<file path="src/rtl/data_ram_pkg.sv">
// Shared types and constants for the two-requester data RAM arbiter.
// The RAM holds 2**RAM_IDX_W words; any word address with bits above RAM_IDX_W set is out of range.
package data_ram_pkg;

    typedef enum logic [1:0] {
        IDLE  = 2'd0,
        ISSUE = 2'd1,
        RESP  = 2'd2
    } state_t;

    typedef logic owner_t;

    localparam owner_t OWN_R0 = 1'b0;
    localparam owner_t OWN_R1 = 1'b1;

    localparam int RAM_IDX_W = 12;
    localparam int ADDR_W    = 30;
    localparam int DATA_W    = 32;
    localparam int BE_W      = 4;

    function automatic logic addr_in_range(input logic [ADDR_W-1:0] addr);
        return (addr[ADDR_W-1:RAM_IDX_W] == '0);
    endfunction

endpackage

</file>
<file path="src/rtl/data_ram_arbiter_rr.sv">
// Two-way requester pick: fixed priority to r0, or alternate against the last winner.
module rr_arbiter2
    import data_ram_pkg::*;
(
    input  logic [1:0] req,
    input  owner_t     last,
    input  logic       fixed_prio,
    output logic [1:0] grant
);

    always_comb begin
        grant = 2'b00;
        if (req == 2'b11) begin
            if (fixed_prio || (last == OWN_R1)) begin
                grant = 2'b01;
            end else begin
                grant = 2'b10;
            end
        end else begin
            grant = req;
        end
    end

endmodule

</file>
<file path="src/rtl/data_ram_arbiter.sv">
// Shares one registered-output RAM port between two requesters: grant, issue, respond.
// One access every two cycles at peak; out-of-range accesses complete with err and no write.
module data_ram_arbiter
    import data_ram_pkg::*;
#(
    parameter bit FIXED_PRIO = 1'b0
) (
    input  logic              clk,
    input  logic              rst,

    input  logic              r0_req,
    input  logic [BE_W-1:0]   r0_we,
    input  logic [ADDR_W-1:0] r0_addr,
    input  logic [DATA_W-1:0] r0_wdata,
    output logic              r0_gnt,
    output logic              r0_rvalid,
    output logic [DATA_W-1:0] r0_rdata,
    output logic              r0_err,

    input  logic              r1_req,
    input  logic [BE_W-1:0]   r1_we,
    input  logic [ADDR_W-1:0] r1_addr,
    input  logic [DATA_W-1:0] r1_wdata,
    output logic              r1_gnt,
    output logic              r1_rvalid,
    output logic [DATA_W-1:0] r1_rdata,
    output logic              r1_err,

    output logic [BE_W-1:0]   ram_we,
    output logic [ADDR_W-1:0] ram_addr,
    output logic [DATA_W-1:0] ram_din,
    input  logic [DATA_W-1:0] ram_dout
);

    state_t              state_q, state_d;
    owner_t              owner_q, owner_d;
    owner_t              last_q,  last_d;
    logic [BE_W-1:0]     we_q,    we_d;
    logic [ADDR_W-1:0]   addr_q,  addr_d;
    logic [DATA_W-1:0]   wdata_q, wdata_d;

    logic [1:0]          arb_grant;
    logic [1:0]          gnt_vec;
    logic                can_grant;
    logic                in_range;
    logic                resp_valid;
    logic [DATA_W-1:0]   resp_data;

    rr_arbiter2 u_rr_arbiter2 (
        .req        ({r1_req, r0_req}),
        .last       (last_q),
        .fixed_prio (FIXED_PRIO),
        .grant      (arb_grant)
    );

    // Grants only from IDLE or RESP; rst masks the combinational grant so reset is immediate.
    assign can_grant = ((state_q == IDLE) || (state_q == RESP)) && !rst;
    assign gnt_vec   = can_grant ? arb_grant : 2'b00;

    always_comb begin
        state_d = state_q;
        owner_d = owner_q;
        last_d  = last_q;
        we_d    = we_q;
        addr_d  = addr_q;
        wdata_d = wdata_q;

        case (state_q)
            IDLE:    state_d = (gnt_vec != 2'b00) ? ISSUE : IDLE;
            ISSUE:   state_d = RESP;
            RESP:    state_d = (gnt_vec != 2'b00) ? ISSUE : IDLE;
            default: state_d = IDLE;
        endcase

        if (gnt_vec[1]) begin
            owner_d = OWN_R1;
            last_d  = OWN_R1;
            we_d    = r1_we;
            addr_d  = r1_addr;
            wdata_d = r1_wdata;
        end else if (gnt_vec[0]) begin
            owner_d = OWN_R0;
            last_d  = OWN_R0;
            we_d    = r0_we;
            addr_d  = r0_addr;
            wdata_d = r0_wdata;
        end
    end

    always_ff @(posedge clk or posedge rst) begin
        if (rst) begin
            state_q <= IDLE;
            owner_q <= OWN_R0;
            last_q  <= OWN_R1;
            we_q    <= '0;
            addr_q  <= '0;
            wdata_q <= '0;
        end else begin
            state_q <= state_d;
            owner_q <= owner_d;
            last_q  <= last_d;
            we_q    <= we_d;
            addr_q  <= addr_d;
            wdata_q <= wdata_d;
        end
    end

    // The captured address stays put through RESP, so range status is valid there too.
    assign in_range   = addr_in_range(addr_q);

    assign ram_we     = ((state_q == ISSUE) && in_range) ? we_q : '0;
    assign ram_addr   = addr_q;
    assign ram_din    = wdata_q;

    assign resp_valid = (state_q == RESP);
    assign resp_data  = in_range ? ram_dout : '0;

    assign r0_gnt     = gnt_vec[0];
    assign r1_gnt     = gnt_vec[1];

    assign r0_rvalid  = resp_valid && (owner_q == OWN_R0);
    assign r1_rvalid  = resp_valid && (owner_q == OWN_R1);

    assign r0_rdata   = r0_rvalid ? resp_data : '0;
    assign r1_rdata   = r1_rvalid ? resp_data : '0;

    assign r0_err     = r0_rvalid && !in_range;
    assign r1_err     = r1_rvalid && !in_range;

endmodule

</file>
<file path="config.mk">
export PLATFORM = sky130hd
export DESIGN_NAME = data_ram_arbiter
export DESIGN_NICKNAME = d
export VERILOG_FILES = /design/src/rtl/data_ram_pkg.sv /design/src/rtl/data_ram_arbiter_rr.sv /design/src/rtl/data_ram_arbiter.sv
export SDC_FILE = /design/constraint.sdc
export NUM_CORES = 1
export LEC_CHECK = 0
export ABC_AREA = 0
export BUFFER_PORTS_ARGS = -buffer_cell sky130_fd_sc_hd__buf_4
export CORE_AREA = 2 2 117 119
export CTS_CLUSTER_DIAMETER = 100
export DETAILED_ROUTE_END_ITERATION = 12
export DIE_AREA = 0 0 119 121
export PLACE_DENSITY = 0.68
export SLEW_MARGIN = 20
export SYNTH_ARGS = -nofsm -noshare
export SYNTH_HDL_FRONTEND = slang
export SYNTH_SLANG_ARGS = --single-unit
</file>
<file path="constraint.sdc">
create_clock -name clk -period 2.1 [get_ports clk]
set_input_delay 0.105 -clock clk [delete_from_list [all_inputs] [get_ports clk]]
set_output_delay 0.105 -clock clk [all_outputs]
set_load 0.02 [all_outputs]
</file>
==> flow_summary.json, run 1 <==
{
  "status": "completed",
  "routed_wl_um": 17500,
  "maxCapViolations": 0,
  "fin_cells": 949,
  "setup_viol": 0,
  "synth_edf_count": 0,
  "endpoint": "r1_rdata[23]",
  "hold_class": "input port to flop",
  "nFillCells": 1200,
  "leakagePower_nw": 3.49,
  "drc": 0,
  "ys_seq_area_share_pct": 37.6,
  "grt_antenna_before_repair": 0,
  "synth-seq-cells": 70,
  "yosys.area.top_type": "dfrtp_1",
  "p_per_area_nw_per_um2": 696,
  "slew_viol_final": 0,
  "fin_tns_setup_ns": 0,
  "crit_type": "flop to primary output",
  "startpoint_type": "flop",
  "fin_nets": 936,
  "routed-via-count": 5205,
  "place.gp.congestion": 0.865,
  "viasPerCell": 5.48,
  "fp-row-count": 42,
  "cts-root-buf": "clkbuf_16",
  "clockBufferDepth": 2,
  "ys_top_cells_by_area": "dfrtp_1, a221o_1, and4_1",
  "max_freq_ghz": 0.493,
  "critical_path.endpoint_type": "primary output",
  "crit_path_cell_trace": "nor4_4 -> nand2_2 -> clkbuf_16 -> nor3_2 -> buf_4",
  "drt_pass1_iterations": 4,
  "critPathSlowestCell": "dfrtp_2",
  "worstMarginPinSlew_ns": 0.579,
  "die_width_um": 119,
  "layout-drive-gt1-share_pct": 48.8,
  "coreArea_um2": 13100,
  "multiInputGateArea_um2": 2530,
  "reg2reg_from": "state_q[0]",
  "startpoint": "ram_addr[28]",
  "slowest_delay_ns": 0.44,
  "cp_top_family": "simple AND/OR/NAND/NOR gates",
  "grt_setup_unrepaired": "true",
  "critPathBufInv": 2,
  "die_y_um": 121,
  "hold_viol": 0,
  "ff2ff_path_depth": 4,
  "grt_overflow_total": 0,
  "synthesis.area_um2": 4660,
  "period_share_pct": 96.5,
  "clock-sinks": 70,
  "placed_cells": 930,
  "cts_made_buffers": 9,
  "initial_core_util_pct": 35.6,
  "synth_fp_nets": 668,
  "synthToLayoutAreaGrowth_pct": 61.2,
  "antenna_cells": 0,
  "synth_top_area_share_pct": 37.0,
  "cp.required_ns": 2.00,
  "synth_ff_type": "dfrtp_1",
  "period_minus_slack_ns": 2.03,
  "grtUsageTotal_pct": 23.1,
  "slew_headroom_pct": 61.4,
  "grt_max_degree": 71,
  "syn_area_per_cell_um2": 9.33,
  "first_iter_violations": 223,
  "worstPathMaxFanout": 17,
  "grt_pass1_vias": 5159,
  "ff_latch_area_um2": 1750,
  "yosysMostFrequentCell": "dfrtp_1",
  "clock_skew_ns": 0.00638,
  "worst-path-stages": 5,
  "ant_nets": 0,
  "netlist_top_cells_count": "dfrtp_1, a221o_1, and4_1",
  "die_area_um2": 14400,
  "dpl.hpwl_um": 12700,
  "ir_drop_v": 0.000359,
  "path_clk_slew_ns": 0.06,
  "async_reset_ff_share_pct": 100,
  "cp_data_arrival_time_ns": 1.92,
  "post_drt_wl_per_cell_um": 18.5,
  "syn-instance-count": 500,
  "yosys.cell_types.count": 30,
  "cts_htree_levels": 3,
  "ios": 304,
  "insertion_delay_ns": 0.33,
  "numPortBuffers": 303,
  "r2r_slack_ns": 0.44,
  "worstReg2RegEnd": "ram_din[8]",
  "cts_tree": "yes",
  "yosys_warnings": 0,
  "grt_pass1_wl_um": 26400
}
==> report_power, final <==
group	leakage (nW)	total [mW]	internal (mW)	switching, mW
clock network	0.166	1.67	1.13	0.540
logic	2.49	1.72	0.853	0.870
registers	0.836	1.84	1.62	0.217
total	3.49	5.23	3.61	1.63
==> timing repair <==
item / 4_1_cts / 5_1_grt
endpoints found under the setup margin: 34 / 35
setup buffers: 0 / 1
gates resized for setup: 2 / 20
pin swaps: 0 / 2
hold endpoints to repair: 24 / 0
cloned: 0 / 1
hold buffers: 1 / 0
==> final cells by class <==
| type | instances | share of cell area (%) |
|---|---|---|
| Inverter | 40 | 2.00 |
| Timing Repair Buffer | 325 | 33.6 |
| Clock buffer | 13 | 3.59 |
| Multi-Input combinational cell | 322 | 33.7 |
| Sequential cell | 70 | 23.3 |
| Tap cell | 176 | 2.93 |
| Clock inverter | 3 | 0.865 |
==> registers in the layout, indices dropped and copies added, names as in the netlist <==
signal,count
owner_q,1
state_q,2
ram_addr,30
we_q,4
last_q,1
ram_din,32
==> how the worst min path moves through the flow <==
stage | cells past startpoint | from | slack [ns] | to
after global routing | 3 | r1_addr[3] | 0.14 | ram_addr[3]
after detailed placement | 2 | rst | 0.23 | we_q[0]
final | 3 | r1_addr[21] | 0.14 | ram_addr[21]
after floorplan | 2 | ram_dout[10] | 0.32 | r0_rdata[10]
after global placement | 2 | rst | 0.23 | we_q[0]
after CTS | 3 | r1_addr[21] | 0.13 | ram_addr[21]
==> kinds of logic (layout without fill, tap and decap cells) <==
group                  after synthesis  after routing  synth area share [%]
AOI/OAI and AO/OA                   72             72                  15.1
DFF                                 70             70                  37.6
buffers and inverters              108            381                  10.6
and+or+nand+nor                    250            250                  36.7
==> through the flow <==
step | setup slack (ns) | hold slack (ns) | area (um^2) | total power [mW] | utilization, %
2_1_floorplan | 0.228 | 0.320 | 4670 | 2.69 | -
3_3_place_gp | 0.364 | 0.228 | 7030 | 3.53 | 53.7
3_5_place_dp | 0.268 | 0.233 | 7030 | 3.55 | 53.7
4_1_cts | 0.0102 | 0.132 | 7400 | 5.26 | 56.5
5_1_grt | -0.0265 | 0.143 | 7520 | 5.46 | 57.5
6_report | 0.0726 | 0.143 | 7520 | 5.23 | 57.5
==> per-layer routing <==
layer / global-route usage [%] / wire [um] / vias to the layer above / share of wire (%)
li1: - / - / 2435 / -
met1: 27.3 / 6950 / 2500 / 40
met2: 40.4 / 8770 / 241 / 50
met3: 5.26 / 1310 / 29 / 7.5
met4: 9.38 / 481 / 0 / 2.7
met5: 0 / 0 / - / 0
==> cells in the final DEF (no fill, tap or decap), types with 4 or more instances in the layout <==
| cell | count |
|---|---|
| nor3_2 | 20 |
| nor3b_1 | 63 |
| buf_12 | 5 |
| a221o_1 | 66 |
| nor3_1 | 48 |
| dfrtp_1 | 68 |
| nand2_1 | 32 |
| buf_4 | 317 |
| nor3b_2 | 4 |
| and4_1 | 66 |
| clkbuf_16 | 10 |
| inv_1 | 39 |
==> worst min-delay path: cells and delay by family <==
family	cells	cell delay, ns
buf+inv	1	0.07
simple gates	1	0.16
compound gates	1	0.10
Note: power is estimated with default switching activity, not from simulation.
==> run 2, diff against run 1 <==
--- a/config.mk
+++ b/config.mk
@@ -5,13 +5,13 @@
 export SDC_FILE = /design/constraint.sdc
 export NUM_CORES = 1
 export LEC_CHECK = 0
-export ABC_AREA = 0
+export ABC_AREA = 1
 export BUFFER_PORTS_ARGS = -buffer_cell sky130_fd_sc_hd__buf_4
-export CORE_AREA = 2 2 117 119
+export CORE_AREA = 2 2 119 121
 export CTS_CLUSTER_DIAMETER = 100
 export DETAILED_ROUTE_END_ITERATION = 12
-export DIE_AREA = 0 0 119 121
-export PLACE_DENSITY = 0.68
+export DIE_AREA = 0 0 121 123
+export PLACE_DENSITY = 0.64
 export SLEW_MARGIN = 20
 export SYNTH_ARGS = -nofsm -noshare
 export SYNTH_HDL_FRONTEND = slang
==> flow_summary.json, run 2 <==
{
  "status": "completed",
  "viasPerCell": 4.31,
  "cts_htree_levels": 3,
  "path_clk_slew_ns": 0.05,
  "slew_viol_final": 0,
  "post_cts_buffers": 0,
  "antenna_cells": 0,
  "numPortBuffers": 303,
  "grt_max_degree": 69,
  "yosys.cell_types.count": 17,
  "fin_nets": 1171,
  "async_reset_ff_share_pct": 100,
  "grt_setup_unrepaired": "false",
  "grt_pass1_wl_um": 23900,
  "period_share_pct": 88.2,
  "fp-row-count": 43,
  "netlist_top_cells_count": "nand2_1, inv_1, nand3_1",
  "synthToLayoutAreaGrowth_pct": 62.5,
  "synth_top_area_share_pct": 39.3,
  "r2r_slack_ns": 0.41,
  "clock-sinks": 70,
  "grt_overflow_total": 0,
  "worstPathMaxFanout": 35,
  "fin_tns_setup_ns": 0,
  "grt_pass1_vias": 4755,
  "cts_tree": "yes",
  "cp_data_arrival_time_ns": 1.75,
  "largest_reg_flops": 32,
  "die_y_um": 123,
  "first_iter_violations": 235,
  "worstMarginPinSlew_ns": 0.635,
  "grt_antenna_before_repair": 0,
  "synth_edf_count": 0,
  "min-delay-start": "r1_wdata[2]",
  "post_drt_wl_per_cell_um": 12.9,
  "place.gp.congestion": 0.844,
  "setup_viol": 0,
  "insertion_delay_ns": 0.32,
  "syn-instance-count": 714,
  "drc": 0,
  "grtUsageTotal_pct": 20.4,
  "synthesis.area_um2": 4400,
  "ant_nets": 0,
  "cts-root-buf": "clkbuf_16",
  "worstReg2RegEnd": "ram_addr[21]",
  "endpoint": "r0_rdata[1]",
  "period_minus_slack_ns": 1.85,
  "hold_class": "input port to flop",
  "layout-drive-gt1-share_pct": 33.6,
  "layout_commonest_cell": "buf_4",
  "synth-seq-cells": 70,
  "startpoint_type": "flop",
  "syn_area_per_cell_um2": 6.16,
  "layout_common_cells": "buf_4, nand2_1, inv_1, nand3_1, nor2_1",
  "coreArea_um2": 13600,
  "ff2ff_path_depth": 7,
  "max_freq_ghz": 0.540,
  "cp.required_ns": 2.00,
  "routed_wl_um": 15300,
  "dpl.hpwl_um": 11700,
  "cts_made_buffers": 9,
  "yosysMostFrequentCell": "nand2_1",
  "synth_ff_type": "dfrtp_1",
  "synth_fp_nets": 882,
  "ir_drop_v": 0.000352,
  "whs_ns": 0.0722,
  "die_width_um": 121,
  "ys_top_cells_by_area": "dfrtp_1, nand2_1, inv_1",
  "crit_type": "flop to primary output",
  "clockBufferDepth": 2,
  "maxCapViolations": 0,
  "drt_pass1_iterations": 4,
  "fin_cells": 1187,
  "clock_skew_ns": 0.00664,
  "yosys_warnings": 0,
  "placed_cells": 1171,
  "initial_core_util_pct": 32.3,
  "leakagePower_nw": 4.31,
  "ys_seq_area_share_pct": 39.9,
  "die_area_um2": 14900,
  "slew_headroom_pct": 57.6,
  "yosys.area.top_type": "dfrtp_1",
  "reg2reg_from": "state_q[0]",
  "startpoint": "ram_addr[27]",
  "ios": 304,
  "p_per_area_nw_per_um2": 668,
  "critical_path.endpoint_type": "primary output",
  "routed-via-count": 5111,
  "hold_viol": 0
}
run 2: cell types whose count changed after synthesis, sizes merged, moves of 66 or more:
cell	delta
and4	-66
inv	+106
nand3	+99
nor3b	-67
nor3	-68
nand2	+234
a221o	-66
nor2	+77
run 2: where the power goes:
part	leakage (nW)	total [mW]	switching, mW	internal [mW]
sequential	0.858	1.75	0.157	1.60
clock	0.137	1.47	0.519	0.947
combinational	3.32	1.55	0.865	0.687
run 2: area by class of cell:
cell class | instances | area [um^2]
fill | 1397 | 6470
clock inverter | 1 | 30.0
tap | 180 | 225
sequential | 70 | 1750
timing repair buffer | 318 | 2440
clock buffer | 14 | 254
inverter | 146 | 549
multi-input combinational | 458 | 1890
run 2: kinds of logic (layout without fill, tap and decap cells):
kind of cell    Yosys count  after routing  synth area share [%]
compound gates            6              6                 0.826
flops                    70             70                  39.9
simple gates            452            452                  41.8
buf+inv                 186            479                  17.5
run 2: stage by stage:
step                area, um^2  power (mW)  util, %  worst slack, ns
detailed placement        6840        3.34     50.2            0.377
global placement          6840        3.33     50.2            0.375
CTS                       7130        4.84     52.4           0.0235
floorplan                 4400        2.55        -            0.228
global route              7140        5.08     52.5           0.0859
finish                    7140        4.77     52.5            0.248
run 2: critical path: stages (launching register included):
cell     delay (ns)
dfrtp_1        0.40
nor2_1         0.11
nand2_1        0.07
nor2_2         0.11
buf_6          0.25
nand3_1        0.15
nor2_1         0.16
buf_4          0.17
run 2: worst min path at each step:
stage	to	slack [ns]	cells past startpoint
3_5_place_dp	ram_din[6]	0.24	2
2_1_floorplan	ram_din[10]	0.31	4
6_report	ram_din[2]	0.07	5
3_3_place_gp	ram_din[6]	0.23	2
5_1_grt	ram_addr[17]	0.08	5
4_1_cts	ram_din[29]	0.06	5
run 2: what timing repair did:
action,in CTS,in global routing
gates resized for setup,0,2
hold endpoints to repair,34,0
endpoints found under the setup margin,0,4
hold buffers,1,0
run 2: metal layers:
layer	vias to the layer above	GRT usage (%)	wire length, um
li1	2653	-	-
met1	2227	24.2	6050
met2	208	35.9	7630
met3	23	4.80	1220
met4	0	7.49	355
met5	-	0	0
